[src/rtl/control_sequencer_pkg.sv]
// Shared types for the SAP-1 controller-sequencer: opcodes, ring states,
// the packed control word and the ring one-hot helper.
package control_sequencer_pkg;

  localparam int OPCODE_W = 4;
  localparam int T_STATES = 6;

  typedef enum logic [OPCODE_W-1:0] {
    OP_LDA = 4'h0,
    OP_ADD = 4'h1,
    OP_SUB = 4'h2,
    OP_OUT = 4'hE,
    OP_HLT = 4'hF
  } opcode_e;

  typedef enum logic [2:0] {
    ST_IDLE = 3'd0,
    ST_T1   = 3'd1,
    ST_T2   = 3'd2,
    ST_T3   = 3'd3,
    ST_T4   = 3'd4,
    ST_T5   = 3'd5,
    ST_T6   = 3'd6,
    ST_HALT = 3'd7
  } tstate_e;

  typedef struct packed {
    logic cp;
    logic ep;
    logic lm;
    logic ce;
    logic li;
    logic ei;
    logic la;
    logic ea;
    logic su;
    logic eu;
    logic lb;
    logic lo;
  } ctrl_word_t;

  // IDLE and HALT have no ring position, so they map to all-zero.
  function automatic logic [T_STATES-1:0] ring_onehot(tstate_e s);
    logic [T_STATES-1:0] v;
    v = '0;
    case (s)
      ST_T1:   v[0] = 1'b1;
      ST_T2:   v[1] = 1'b1;
      ST_T3:   v[2] = 1'b1;
      ST_T4:   v[3] = 1'b1;
      ST_T5:   v[4] = 1'b1;
      ST_T6:   v[5] = 1'b1;
      default: v = '0;
    endcase
    return v;
  endfunction

endpackage

[src/rtl/control_sequencer_if.sv]
// Control-sequencer bundle: run/opcode in, control word, ring position and halt flag out.
interface control_sequencer_if;
  import control_sequencer_pkg::*;

  logic                run;
  logic [OPCODE_W-1:0] opcode;
  logic                cp, ep, lm, ce, li, ei, la, ea, su, eu, lb, lo;
  logic [T_STATES-1:0] t_state;
  logic                halted;

  modport master (
    input  run, opcode,
    output cp, ep, lm, ce, li, ei, la, ea, su, eu, lb, lo, t_state, halted
  );

  modport slave (
    output run, opcode,
    input  cp, ep, lm, ce, li, ei, la, ea, su, eu, lb, lo, t_state, halted
  );
endinterface

[src/rtl/control_sequencer_t_state_ring.sv]
// T-state ring: IDLE -> T1..T6 loop, gated by run, with HLT capture into a
// sticky HALT state. Advances on the falling clock edge.
module control_sequencer_t_state_ring
  import control_sequencer_pkg::*;
(
  input  logic                clock,
  input  logic                reset,
  input  logic                run,
  input  logic                hlt_decoded,
  output tstate_e             state,
  output logic [T_STATES-1:0] t_state,
  output logic                halted
);

  tstate_e state_reg, state_next;

  // Negedge update lets the decoded controls settle before datapath posedge loads.
  always_ff @(negedge clock or negedge reset) begin
    if (!reset) state_reg <= ST_IDLE;
    else        state_reg <= state_next;
  end

  always_comb begin
    state_next = state_reg;
    if (run) begin
      case (state_reg)
        ST_IDLE: state_next = ST_T1;
        ST_T1:   state_next = ST_T2;
        ST_T2:   state_next = ST_T3;
        ST_T3:   state_next = ST_T4;
        ST_T4:   state_next = hlt_decoded ? ST_HALT : ST_T5;
        ST_T5:   state_next = ST_T6;
        ST_T6:   state_next = ST_T1;
        ST_HALT: state_next = ST_HALT;
        default: state_next = ST_IDLE;
      endcase
    end
  end

  always_comb begin
    state   = state_reg;
    t_state = ring_onehot(state_reg);
    halted  = (state_reg == ST_HALT);
  end

endmodule

[src/rtl/control_sequencer.sv]
// SAP-1 controller-sequencer top: T-state ring plus microcode decode of
// (state, opcode) into the datapath control word.
module control_sequencer
  import control_sequencer_pkg::*;
(
  input  logic                 clock,
  input  logic                 reset,
  control_sequencer_if.master  bus
);

  tstate_e             state;
  logic [T_STATES-1:0] t_state;
  logic                halted;
  ctrl_word_t          ctrl;
  opcode_e             op;

  assign op = opcode_e'(bus.opcode);

  control_sequencer_t_state_ring u_ring (
    .clock       (clock),
    .reset       (reset),
    .run         (bus.run),
    .hlt_decoded (op == OP_HLT),
    .state       (state),
    .t_state     (t_state),
    .halted      (halted)
  );

  // Pausing forces the whole word low so a held state cannot repeat its loads.
  always_comb begin
    ctrl = '0;
    if (bus.run) begin
      case (state)
        ST_T1: begin ctrl.ep = 1'b1; ctrl.lm = 1'b1; end
        ST_T2: ctrl.cp = 1'b1;
        ST_T3: begin ctrl.ce = 1'b1; ctrl.li = 1'b1; end
        ST_T4: begin
          case (op)
            OP_LDA, OP_ADD, OP_SUB: begin ctrl.ei = 1'b1; ctrl.lm = 1'b1; end
            OP_OUT:                 begin ctrl.ea = 1'b1; ctrl.lo = 1'b1; end
            default:                ctrl = '0;
          endcase
        end
        ST_T5: begin
          case (op)
            OP_LDA:         begin ctrl.ce = 1'b1; ctrl.la = 1'b1; end
            OP_ADD, OP_SUB: begin ctrl.ce = 1'b1; ctrl.lb = 1'b1; end
            default:        ctrl = '0;
          endcase
        end
        ST_T6: begin
          case (op)
            OP_ADD:  begin ctrl.eu = 1'b1; ctrl.la = 1'b1; end
            OP_SUB:  begin ctrl.su = 1'b1; ctrl.eu = 1'b1; ctrl.la = 1'b1; end
            default: ctrl = '0;
          endcase
        end
        default: ctrl = '0;
      endcase
    end
  end

  always_comb begin
    bus.cp      = ctrl.cp;
    bus.ep      = ctrl.ep;
    bus.lm      = ctrl.lm;
    bus.ce      = ctrl.ce;
    bus.li      = ctrl.li;
    bus.ei      = ctrl.ei;
    bus.la      = ctrl.la;
    bus.ea      = ctrl.ea;
    bus.su      = ctrl.su;
    bus.eu      = ctrl.eu;
    bus.lb      = ctrl.lb;
    bus.lo      = ctrl.lo;
    bus.t_state = t_state;
    bus.halted  = halted;
  end

endmodule

[src/flat_wrapper.sv]
// flat-port wrapper written by rule: the top's interface ports become plain ports
module control_sequencer_flat import control_sequencer_pkg::*;
  (clock, reset, bus_run, bus_opcode, bus_cp, bus_ep, bus_lm, bus_ce, bus_li, bus_ei, bus_la, bus_ea, bus_su, bus_eu, bus_lb, bus_lo, bus_t_state, bus_halted);
  control_sequencer_if bus_i ();
  input  logic clock;
  input  logic reset;
  input wire logic [$bits(bus_i.run)-1:0] bus_run;
  input wire logic [$bits(bus_i.opcode)-1:0] bus_opcode;
  output wire logic [$bits(bus_i.cp)-1:0] bus_cp;
  output wire logic [$bits(bus_i.ep)-1:0] bus_ep;
  output wire logic [$bits(bus_i.lm)-1:0] bus_lm;
  output wire logic [$bits(bus_i.ce)-1:0] bus_ce;
  output wire logic [$bits(bus_i.li)-1:0] bus_li;
  output wire logic [$bits(bus_i.ei)-1:0] bus_ei;
  output wire logic [$bits(bus_i.la)-1:0] bus_la;
  output wire logic [$bits(bus_i.ea)-1:0] bus_ea;
  output wire logic [$bits(bus_i.su)-1:0] bus_su;
  output wire logic [$bits(bus_i.eu)-1:0] bus_eu;
  output wire logic [$bits(bus_i.lb)-1:0] bus_lb;
  output wire logic [$bits(bus_i.lo)-1:0] bus_lo;
  output wire logic [$bits(bus_i.t_state)-1:0] bus_t_state;
  output wire logic [$bits(bus_i.halted)-1:0] bus_halted;
  assign bus_i.run = bus_run;
  assign bus_i.opcode = bus_opcode;
  assign bus_cp = bus_i.cp;
  assign bus_ep = bus_i.ep;
  assign bus_lm = bus_i.lm;
  assign bus_ce = bus_i.ce;
  assign bus_li = bus_i.li;
  assign bus_ei = bus_i.ei;
  assign bus_la = bus_i.la;
  assign bus_ea = bus_i.ea;
  assign bus_su = bus_i.su;
  assign bus_eu = bus_i.eu;
  assign bus_lb = bus_i.lb;
  assign bus_lo = bus_i.lo;
  assign bus_t_state = bus_i.t_state;
  assign bus_halted = bus_i.halted;
  control_sequencer u_core (.clock(clock), .reset(reset), .bus(bus_i));
endmodule
[config.mk]
export PLATFORM = sky130hd
export DESIGN_NAME = control_sequencer_flat
export DESIGN_NICKNAME = d
export VERILOG_FILES = /design/src/rtl/control_sequencer_pkg.sv /design/src/rtl/control_sequencer_if.sv /design/src/rtl/control_sequencer_t_state_ring.sv /design/src/rtl/control_sequencer.sv /design/src/flat_wrapper.sv
export SDC_FILE = /design/constraint.sdc
export NUM_CORES = 1
export LEC_CHECK = 0
export ABC_CLOCK_PERIOD_IN_PS = 3100
export CORE_AREA = 5 5 42 44
export CTS_CLUSTER_SIZE = 28
export DETAILED_ROUTE_END_ITERATION = 8
export DIE_AREA = 0 0 47 49
export HOLD_SLACK_MARGIN = 0.03
export PLACE_DENSITY = 0.77
export SLEW_MARGIN = 20
export SYNTH_ARGS = -nofsm -noshare
export SYNTH_HDL_FRONTEND = slang
export SYNTH_SLANG_ARGS = --single-unit
[constraint.sdc]
create_clock -name clock -period 3.1 [get_ports clock]
set_clock_uncertainty 0.05 [all_clocks]
set_input_delay 0.62 -clock clock [delete_from_list [all_inputs] [get_ports clock]]
set_output_delay 0.62 -clock clock [all_outputs]
set_load 0.05 [all_outputs]
==> results of run 1 <==
-- layout make-up --
class / count / area, um2 / share of cell area, %
Timing Repair Buffer: 54 / 674 / 57.0
Multi-Input combinational cell: 39 / 375 / 31.7
Inverter: 2 / 11.3 / 0.952
Tap cell: 16 / 20.0 / 1.69
Clock buffer: 4 / 26.3 / 2.22
Sequential cell: 3 / 75.1 / 6.35
-- where the power goes --
part	total (mW)	internal, mW	leakage, nW	switching [mW]
Combinational	0.916	0.474	0.461	0.442
Clock	0.0697	0.0483	0.0150	0.0214
Sequential	0.103	0.0614	0.0343	0.0421
Total	1.09	0.584	0.510	0.505
-- final timing paths --
kind | slack, ps | startpoint | endpoint | cells past startpoint
worst max-delay path | -610 | u_core.u_ring.state[1] | bus_ce | 5
worst min register to register | 620 | u_core.u_ring.state[1] | register | 2
min in group asynchronous | 1950 | reset | u_core.u_ring.state[0] | 1
worst max register to register | 1780 | u_core.u_ring.state[0] | u_core.u_ring.state[1] | 5
max in group asynchronous | 860 | reset | asynchronous set/reset pin | 1
worst min-delay path | 620 | u_core.u_ring.state[1] | register | 2
-- worst max-delay path, stage by stage, from the launching register on --
cell and delay [ps]:
dfrtn_1 540, nand2_1 150, buf_4 160, nor2_2 110
a31o_2 150, buf_12 140
-- metrics by stage --
stage	hold WS, ps	utilization (%)	setup TNS [ps]	std cells	area (um2)
after CTS	588	83.0	-9750	118	1160
after global routing	678	84.4	-11960	118	1180
after global placement	583	74.7	-5570	109	1050
after floorplan	514	-	-7850	49	448
after detailed placement	618	74.7	-6140	109	1050
final	621	84.4	-10420	118	1180
-- cell families after synthesis --
family	synth area share (%)
and+or+nand+nor	53.8
buffers and inverters	10.0
AOI/OAI and AO/OA	8.36
DFF	20.1
xor gates and xnor gates	4.68
muxes	3.01
-- synthesized netlist by cell type (2+ instances only) --
cell type | number | area share, %
buf_2 | 3 | 4.0
nor3b_2 | 2 | 6.7
nand3_1 | 3 | 4.0
and2_1 | 2 | 3.3
inv_1 | 2 | 2.0
nand2_1 | 4 | 4.0
dfrtn_1 | 3 | 20
nor3_1 | 3 | 4.0
xnor2_1 | 2 | 4.7
buf_4 | 2 | 4.0
nor2_1 | 7 | 7.0
-- repair_timing --
item                                    4_1_cts  5_1_grt
pin swaps                                     5        3
endpoints found under the setup margin       21       19
setup buffers                                 5        0
resized for setup                            20        3
-- metal layers --
layer	wire (um)	vias to the layer above	GRT usage (%)
met1	641	263	18.4
met5	0	-	0
met3	117	6	2.58
met2	919	33	28.1
met4	31	0	7.83
li1	-	278	-
==> results.md, run 1 <==
## Floorplanning
* 2300 um2 — total die area
* 14 — row cnt
* 26.7% — starting density of the core
* 49 um — die height
* 26 — I/O Pins
* 47 um — Die Span X
* 1400 um2 — core box area

## Placement
* 25 — Port Buf Inserts
* 1240 um — post-detailed-placement half-perimeter wirelength
* 0.808 — global placer's final weighted congestion
* -363 ps — Setup WS pre-CTS

## Drt
* 4 — number of detailed-route iterations in the first pass
* 580 — total number of vias
* 5 — violation count after the first detailed-route iteration
* 0 — final antenna-violating net count
* 0 — Residual DRC
* 1710 um — total wire length after detailed routing
* 4.92 — average via count per standard cell
* 14.5 um — Avg WL per Cell

## STA
* -615 ps — setup ws final
* true — setup repair after global routing missed its margin
* 0 — final max-slew violation count
* 74.8% — remaining max-slew budget at the tightest pin
* 376 ps — Worst Tran Pin Value
* 19 — Finish-stage setup viols
* 0 — final-report hold violation count

## Power and ir drop
* 1.09 mW — Pwr Total
* 0.510 nW — static leakage
* 0.678 mV — largest vdd supply drop
* 921 nW/um2 — power density over the cells

## Run status
* finished, violations left — result of the run
* setup timing — violated checks

## Finish
* 81 — fillers
* 77.5% — fraction of final layout cells sized beyond drive strength 1
* 110 — nets@finish
* buf_4 (23), buf_12 (19), buf_6 (6) — most frequent cells in the layout
* 216% — layout overhead on the synthesized area
* 0 — antenna fix cells
* buf_4 — most common cell after layout, fill and taps aside

## Clocking
* yes — TritonCTS clock tree
* 0 — number of hold-repair buffers added at the cts stage
* clkbuf_4 — Clock Root Buffer
* 3 — Inserted Clock Buffers
* 2 — buffers from clock root to sink, at most
* 1 — H-tree depth reported by CTS
* 3 — clk sink count
* 250 ps — Clk Latency, worst-skew pair
* 30 ps — clock slew at the register clock pins of the worst setup and hold paths

## Worst setup path
* output pin — crit end category
* register — kind of launch point of the worst setup path
* 2430 ps — Critical Path RT
* register to output pin — CP Class
* 3040 ps — Data arrival, critical path
* 7 — maximum net fanout on the critical path

## Synthesis
* 0 — Post-synth EDFFs
* 3 — Seq cells post-synth
* 100% — share of synthesized flip-flops with an asynchronous set or reset
* 374 um2 — total standard cell area after synthesis
* 27 — Unique masters post-synth
* 56 — synthesized netlist net count
* 49 — Synth Instances
* 20.1% — fraction of the yosys area taken by sequential cells
* dfrtn_1 — main flop type after synthesis
* 0 — Yosys Warn Count
* 7.63 um2 — Post-Syn Area per Cell

## Global routing
* 2730 um — first-pass GRT wire length
* 0 — initial antenna violation count
* 0 — grt ovf
* 8 — maximum number of pins on one net before global-route repair
* 610 — number of global-route vias before repair
* 16.3% — All-Layer GR Usage

## Flow run
* 0 — reported max-cap violation count

## Min path
* register to register — path type of the worst min-delay path

Note: power is estimated with default switching activity, not from simulation.
==> inputs of run 2 (changes only) <==
--- a/config.mk
+++ b/config.mk
@@ -5,7 +5,7 @@
 export SDC_FILE = /design/constraint.sdc
 export NUM_CORES = 1
 export LEC_CHECK = 0
-export ABC_CLOCK_PERIOD_IN_PS = 3100
+export ABC_CLOCK_PERIOD_IN_PS = 4600
 export CORE_AREA = 5 5 42 44
 export CTS_CLUSTER_SIZE = 28
 export DETAILED_ROUTE_END_ITERATION = 8
==> constraint.sdc (replaced) <==
create_clock -name clock -period 4.6 [get_ports clock]
set_clock_uncertainty 0.05 [all_clocks]
set_input_delay 0.92 -clock clock [delete_from_list [all_inputs] [get_ports clock]]
set_output_delay 0.92 -clock clock [all_outputs]
set_load 0.05 [all_outputs]
==> results.md, run 2 (synthesized netlist as in run 1, its figures left out) <==
## Run status
* finished, violations left — result of the run, unchanged
* setup timing — violated checks, unchanged

## Min path
* register to register — path type of the worst min-delay path, unchanged
* u_core.u_ring.state[1] — startpoint of the tightest hold check path, unchanged
* 3 — number of cells on the worst hold path, was 2

## Floorplanning
* 14 — row cnt, unchanged
* 1400 um2 — core box area, unchanged
* 26.7% — starting density of the core, unchanged
* 47 um — Die Span X, unchanged
* 26 — I/O Pins, unchanged
* 49 um — die height, unchanged
* 2300 um2 — total die area, unchanged

## Placement
* 12.9 ps — Setup WS pre-CTS, was -363 ps
* 0.840 — global placer's final weighted congestion, was 0.808
* 1150 um — post-detailed-placement half-perimeter wirelength, was 1240 um
* 25 — Port Buf Inserts, unchanged

## STA
* 0 — final max-slew violation count, unchanged
* 60.3% — remaining max-slew budget at the tightest pin, was 74.8%
* 0 — final-report hold violation count, unchanged
* -231 ps — setup ws final, was -615 ps
* -2600 ps — total negative setup slack, was -10420 ps
* true — setup repair after global routing missed its margin, unchanged
* 592 ps — Worst Tran Pin Value, was 376 ps
* 18 — Finish-stage setup viols, was 19

## Clocking
* 1 — H-tree depth reported by CTS, unchanged
* 30 ps — clock slew at the register clock pins of the worst setup and hold paths, about the same
* clkbuf_4 — Clock Root Buffer, unchanged
* 2 — buffers from clock root to sink, at most, unchanged
* yes — TritonCTS clock tree, unchanged
* 3 — Inserted Clock Buffers, unchanged
* 260 ps — Clk Latency, worst-skew pair, was 250 ps
* 3 — clk sink count, unchanged

## Worst setup path
* buf_4 -> nor3_2 -> o211a_1 -> buf_12 — cell chain of the critical path, was nand2_1 -> buf_4 -> nor2_2 -> a31o_2 -> buf_12
* register to output pin — CP Class, unchanged
* 3210 ps — worst reg2reg setup slack, was 1780 ps
* 4 — count of cells along the worst register-to-register path, was 5
* 640 ps — slowest cell delay on critical path, was 540 ps
* 3860 ps — Data arrival, critical path, was 3040 ps
* u_core.u_ring.state[0] — worst flop-to-flop path endpoint, was u_core.u_ring.state[1]
* 3630 ps — Critical Path RT, was 2430 ps
* output pin — crit end category, unchanged
* dfrtn_1 — crit path max-delay cell type, unchanged
* 8 — maximum net fanout on the critical path, was 7
* u_core.u_ring.state[0] — worst reg2reg path startpoint, unchanged
* register — kind of launch point of the worst setup path, unchanged

## Finish
* 412 um2 — area of the multi-input gates, was 375 um2
* 0 — antenna fix cells, unchanged
* 73 — fillers, was 81
* 75.1 um2 — area of all sequential standard cells, unchanged
* 75.5% — fraction of final layout cells sized beyond drive strength 1, was 77.5%
* 102 — nets@finish, was 110
* 217% — layout overhead on the synthesized area, was 216%
* buf_12 (20), buf_4 (10), buf_6 (9) — most frequent cells in the layout, was buf_4 (23), buf_12 (19), buf_6 (6)
* buf_12 — most common cell after layout, fill and taps aside, was buf_4

## Global routing
* 2610 um — first-pass GRT wire length, was 2730 um
* 16.0% — All-Layer GR Usage, was 16.3%
* 543 — number of global-route vias before repair, was 610
* 0 — grt ovf, unchanged
* 0 — initial antenna violation count, unchanged
* 9 — maximum number of pins on one net before global-route repair, was 8

## Drt
* 575 — total number of vias, was 580
* 16.9 um — Avg WL per Cell, was 14.5 um
* 6 — violation count after the first detailed-route iteration, was 5
* 0 — final antenna-violating net count, unchanged
* 5.23 — average via count per standard cell, was 4.92
* 0 — Residual DRC, unchanged
* 4 — number of detailed-route iterations in the first pass, unchanged
* 1860 um — total wire length after detailed routing, was 1710 um

## Power and ir drop
* 638 nW/um2 — power density over the cells, was 921 nW/um2
* 0.507 nW — static leakage, was 0.510 nW
* 0.469 mV — largest vdd supply drop, was 0.678 mV
* 0.757 mW — Pwr Total, was 1.09 mW

## Flow run
* 0 — reported max-cap violation count, unchanged

-- run 2: power by group --
part / switching [mW] / internal [mW] / total, mW
Combinational: 0.312 / 0.322 / 0.635
Sequential: 0.0300 / 0.0413 / 0.0713
Clock: 0.0181 / 0.0328 / 0.0509
-- run 2: worst max-delay path by stage --
stage	from	end	depth (start not counted)
floorplan	u_core.u_ring.state[1]	bus_lm	4
global placement	register	bus_su	4
detailed placement	u_core.u_ring.state[1]	bus_la	4
CTS	u_core.u_ring.state[0]	bus_ep	4
global route	u_core.u_ring.state[0]	bus_halted	4
finish	u_core.u_ring.state[0]	bus_la	4
-- run 2: through the flow --
step	cell area (um2)	utilization [%]	hold slack, ps	cells
finish	1190	84.7	701	110
global route	1190	84.7	737	110
CTS	1100	78.3	654	107
detailed placement	955	68.1	644	96
global placement	955	68.1	605	96
floorplan	455	-	513	49
-- run 2: critical path: cells and delay by family, from the launching register on --
kind,cells,cell delay [ps]
DFF,1,640
buffers and inverters,2,350
AOI/OAI and AO/OA,1,280
and+or+nand+nor,1,40
-- run 2: routing by layer --
metal	global-route usage, %	wire, um	vias up
met4	6.91	36	0
met5	0	0	-
met3	4.43	104	5
met2	26.5	1100	25
met1	18.4	618	283
li1	-	-	262
-- run 2: final cells by class --
| class | count | area share [%] |
|---|---|---|
| timing repair buffer | 46 | 54.1 |
| multi-input combinational | 39 | 34.7 |
| sequential | 3 | 6.32 |
| clock buffer | 4 | 2.21 |
| tap | 16 | 1.69 |
| inverter | 2 | 1.05 |
-- run 2: repair_timing --
action	CTS	global route
resized for setup	13	14
setup endpoints to repair	18	19
buffers inserted	7	4
pin swaps	4	9
hold buffers	0	0
